## src/rtl/text_buffer_writer.sv

```systemverilog
// Writable 16x16 glyph buffer with a valid/ready command port and a ROM-compatible
// 1-cycle char_xy -> char_code read port; CLEAR sweeps all 256 cells with FILL_CODE.
module text_buffer_writer #(
  parameter logic [6:0] FILL_CODE      = 7'h20,  // matches vga_pkg::SPACE
  parameter bit         CLEAR_ON_RESET = 1'b1
) (
  input  logic       clk,
  input  logic       rst_n,
  input  logic       wr_valid,
  input  logic [1:0] wr_cmd,
  input  logic [6:0] wr_char,
  output logic       wr_ready,
  input  logic [7:0] char_xy,
  output logic [6:0] char_code,
  output logic [7:0] cursor_xy,
  output logic       busy
);

  typedef enum logic {
    IDLE  = 1'b0,
    CLEAR = 1'b1
  } state_t;

  localparam logic [1:0] CMD_PUT     = 2'b00;
  localparam logic [1:0] CMD_NEWLINE = 2'b01;
  localparam logic [1:0] CMD_HOME    = 2'b10;
  localparam logic [1:0] CMD_CLEAR   = 2'b11;

  localparam state_t RESET_STATE = CLEAR_ON_RESET ? CLEAR : IDLE;

  state_t     state_reg;
  logic [7:0] cursor_reg;
  logic [7:0] clr_addr_reg;
  logic [6:0] char_code_reg;
  logic [6:0] mem [256];

  logic       accept;
  logic       mem_we;
  logic [7:0] mem_waddr;
  logic [6:0] mem_wdata;

  // Ready depends only on the registered state, never on wr_valid.
  assign accept = wr_valid && (state_reg == IDLE);

  always_ff @(posedge clk or negedge rst_n) begin
    if (!rst_n) begin
      state_reg    <= RESET_STATE;
      cursor_reg   <= 8'h00;
      clr_addr_reg <= 8'h00;
    end else begin
      case (state_reg)
        IDLE: begin
          if (accept) begin
            case (wr_cmd)
              CMD_PUT:     cursor_reg <= cursor_reg + 8'd1;
              CMD_NEWLINE: cursor_reg <= {cursor_reg[7:4] + 4'd1, 4'h0};
              CMD_HOME:    cursor_reg <= 8'h00;
              CMD_CLEAR: begin
                cursor_reg   <= 8'h00;
                clr_addr_reg <= 8'h00;
                state_reg    <= CLEAR;
              end
              default:     cursor_reg <= cursor_reg;
            endcase
          end
        end
        CLEAR: begin
          clr_addr_reg <= clr_addr_reg + 8'd1;
          if (clr_addr_reg == 8'hFF) begin
            state_reg <= IDLE;
          end
        end
        default: state_reg <= RESET_STATE;
      endcase
    end
  end

  always_comb begin
    mem_we    = 1'b0;
    mem_waddr = cursor_reg;
    mem_wdata = wr_char;
    if (state_reg == CLEAR) begin
      mem_we    = 1'b1;
      mem_waddr = clr_addr_reg;
      mem_wdata = FILL_CODE;
    end else if (accept && (wr_cmd == CMD_PUT)) begin
      mem_we = 1'b1;
    end
  end

  // Storage has no reset so it maps onto block RAM; contents survive rst_n.
  always_ff @(posedge clk) begin
    if (mem_we) begin
      mem[mem_waddr] <= mem_wdata;
    end
  end

  // Separate read register gives read-first behaviour on address collisions.
  always_ff @(posedge clk or negedge rst_n) begin
    if (!rst_n) begin
      char_code_reg <= 7'h00;
    end else begin
      char_code_reg <= mem[char_xy];
    end
  end

  assign wr_ready  = (state_reg == IDLE);
  assign busy      = (state_reg == CLEAR);
  assign cursor_xy = cursor_reg;
  assign char_code = char_code_reg;

endmodule

```

## config.mk

```make
export PLATFORM = sky130hd
export DESIGN_NAME = text_buffer_writer
export DESIGN_NICKNAME = d
export VERILOG_FILES = /design/src/rtl/text_buffer_writer.sv
export SDC_FILE = /design/constraint.sdc
export NUM_CORES = 2
export LEC_CHECK = 0
export ABC_AREA = 0
export BUFFER_PORTS_ARGS = -buffer_cell sky130_fd_sc_hd__buf_2
export CAP_MARGIN = 0
export CORE_UTILIZATION = 45
export CTS_BUF_LIST = sky130_fd_sc_hd__clkbuf_4 sky130_fd_sc_hd__clkbuf_8 sky130_fd_sc_hd__clkbuf_16
export DETAILED_ROUTE_END_ITERATION = 8
export PLACE_DENSITY = 0.65
export SLEW_MARGIN = 30
export SYNTH_ARGS = -nofsm -noshare
export SYNTH_HDL_FRONTEND = slang
export SYNTH_SLANG_ARGS = --single-unit
```

## constraint.sdc

```tcl
create_clock -name clk -period 10.12 [get_ports clk]
set_input_delay 2.024 -clock clk [delete_from_list [all_inputs] [get_ports clk]]
set_output_delay 2.024 -clock clk [all_outputs]
set_load 0.02 [all_outputs]
```

==> out/metrics.yaml <==
critical_path:
  worstSetupEndpointType: "flip-flop"
  path_class: "in2reg"
  crit_path_frequent_cell: "nor4_1"
  start_kind: "primary input"
  required_ps: 10760
  worstPathMaxFanout: 124
  slowest_stage: "nor4_1"
  crit_chain: "buf_8 -> buf_12 -> buf_4 -> mux4_2 -> a22oi_1 -> a21oi_1 -> nor4_1 -> nor4_1"
  cpPeakStageDelay_ps: 820
  cp.arrival_ps: 5720
  path_delay_family: "buffers and inverters"
  worst-path-buf-inv: 3
synth:
  synth_cells: 3471
  yosysSeqAreaShare: 0.768
  syn_nets: 3494
  async_flop_share: 0.0132
  synth_area_um2: 70900
  synth_seq_cells: 1816
  ys_types: 63
  synth_area_per_cell_um2: 20.4
  yosys_warnings: 0
  synth_ff_type: "edfxtp_1"
  synth_edf_count: 1792
sta:
  setup_violations: 0
  tightest_slew_ps: 1070
  min_period_ps: 5080
  rsz0062_at_grt: "false"
  tns_ps: 0
  finalWorstSetupSlack_ps: 5040
  finClkSkew_ps: 31.8
  period_share: 0.502
  drv_slew: 0
  hold_viol_final: 0
  slew_headroom: 0.280
  fmax_ghz: 0.197
cells_and_area:
  mostFrequentLayoutCells: "edfxtp_1, mux4_2, nor2_1, clkbuf_16, a22oi_1"
  syn_to_final_growth_pct: 11.6
  fillers: 12400
  final_common_cell: "edfxtp_1"
  postLayoutCoreUtil: 0.506
  final_cell_count_no_fill: 5747
  drive_above_1_share: 0.229
  nNetsFinal: 3571
  largest_reg_flops: 1792
route:
  via_count: 35100
  first_pass_iters: 5
  wl_per_cell_um: 29.6
  drt_iter0_drc: 4264
  ant_nets: 0
  post-route-drc-count: 0
  viasPerCell: 6.11
  routed_wl_um: 170000
power_and_ir_drop:
  leakage_nw: 24.7
  p_total_mw: 16.4
  ir_drop_mv: 0.204
  cellPowerDensity_nw_per_um2: 208
die:
  die_area_um2: 159000
  boundaryPins: 37
  start_util: 0.453
  die_h_um: 399
  die_x_um: 399
  core_um2: 156000
  rows: 145
job:
  cap_violations: 0
place:
  pre_cts_ws_ps: 4240
  hpwl_um: 99900
  place.gp.congestion: 0.837
  io_buffers: 36
  dp.cells: 5422
clock_tree:
  ctsResizeCount: 0
  cts_max_level: 4
  post_cts_buffers: 0
  insertion_delay_ps: 810
  tritoncts: "yes"
  cts_hold_buf: 0
  clock-root-buffer: "clkbuf_16"
  numCtsBuffers: 179
  clk_pin_slew_ps: 60
  clkSinkCount: 1816
  cts_buffer_depth: 3
min_path:
  hold_path_class: "reg2reg"
grt:
  grt_pass1_wl_um: 247000
  grt_pass1_vias: 35200
  grt_max_degree: 237
  antenna_found_initial: 12
  grt-ovfl-total: 0
  grt_usage: 0.216
status:
  status: "complete, no violations"
## cell families after synthesis
group           synth area share
simple gates              0.0334
fa+ha+maj               0.000530
buf+inv                   0.0181
compound gates            0.0363
flops                      0.768
mux                        0.144
## metal layers
| layer | up-vias | track usage | wire, um |
|---|---|---|---|
| li1 | 14600 | - | - |
| met1 | 18600 | 0.310 | 69400 |
| met2 | 1680 | 0.337 | 81000 |
| met3 | 284 | 0.0351 | 14100 |
| met4 | 2 | 0.0740 | 5490 |
| met5 | - | 0 | 16 |
## worst paths after layout
check | endpoint | start | cells after the start | slack, ps
worst max-delay path | char_code[1]$_DFF_PN0_ | char_xy[1] | 8 | 5040
worst min-delay path | clr_addr_reg[3]$_DFFE_PN0P_ | clr_addr_reg[3]$_DFFE_PN0P_ | 1 | 590
max in group asynchronous | char_code[0]$_DFF_PN0_ | rst_n | 1 | 8310
min in group asynchronous | cursor_xy[2]$_DFFE_PN0P_ | rst_n | 1 | 1290
worst min register to register | clr_addr_reg[3]$_DFFE_PN0P_ | clr_addr_reg[3]$_DFFE_PN0P_ | 1 | 590
worst max register to register | mem[93][2]$_DFFE_PP_ | busy$_DFF_PN1_ | 5 | 6330
## worst register-to-register path, cell delays in order, from the launching register on
cell and delay [ps]:
dfstp_2 530, inv_1 240, nand2_1 810, nand3_1 670
buf_4 480, nor2_1 680
## area by class of cell
cell class | instances | area, um2 | share of cell area
Antenna cell | 2 | 5.00 | 0.0000633
Sequential cell | 1816 | 54400 | 0.688
Tap cell | 2058 | 2570 | 0.0326
Timing Repair Buffer | 105 | 917 | 0.0116
Inverter | 7 | 26.3 | 0.000332
Clock buffer | 235 | 4970 | 0.0628
Multi-Input combinational cell | 1439 | 15400 | 0.195
Clock inverter | 85 | 772 | 0.00976
## cell usage after synthesis, types with 12 or more instances
| library cell | instances | share of area |
|---|---|---|
| a21oi_1 | 68 | 0.0048 |
| nor2_1 | 293 | 0.016 |
| buf_6 | 35 | 0.0056 |
| a211oi_1 | 15 | 0.0016 |
| edfxtp_1 | 1792 | 0.76 |
| nor4_1 | 25 | 0.0022 |
| clkbuf_1 | 83 | 0.0044 |
| buf_2 | 47 | 0.0033 |
| and2_1 | 12 | 0.0011 |
| mux2_2 | 28 | 0.0044 |
| buf_4 | 30 | 0.0032 |
| nand3_1 | 38 | 0.0027 |
| nor2b_1 | 14 | 0.0012 |
| nor3_1 | 23 | 0.0016 |
| mux4_2 | 388 | 0.12 |
| nand2_1 | 63 | 0.0033 |
| dfrtp_1 | 23 | 0.0081 |
| o22ai_1 | 48 | 0.0042 |
| mux2i_1 | 115 | 0.016 |
| or3_1 | 12 | 0.0011 |
| o21ai_0 | 42 | 0.0030 |
| a22oi_1 | 136 | 0.014 |
## through the flow
step | area (um2) | hold WS (ps)
floorplan | 70900 | 501
global placement | 73100 | 541
detailed placement | 73300 | 568
CTS | 79000 | 588
global route | 79100 | 627
finish | 79100 | 590
## power by group
group,internal (mW),total [mW],leakage (nW),switching (mW)
logic,0.338,1.33,5.09,0.989
registers,8.54,8.60,16.7,0.0613
clock network,3.76,6.51,2.88,2.75
total,12.6,16.4,24.7,3.80
Note: power is estimated with default switching activity, not from simulation.
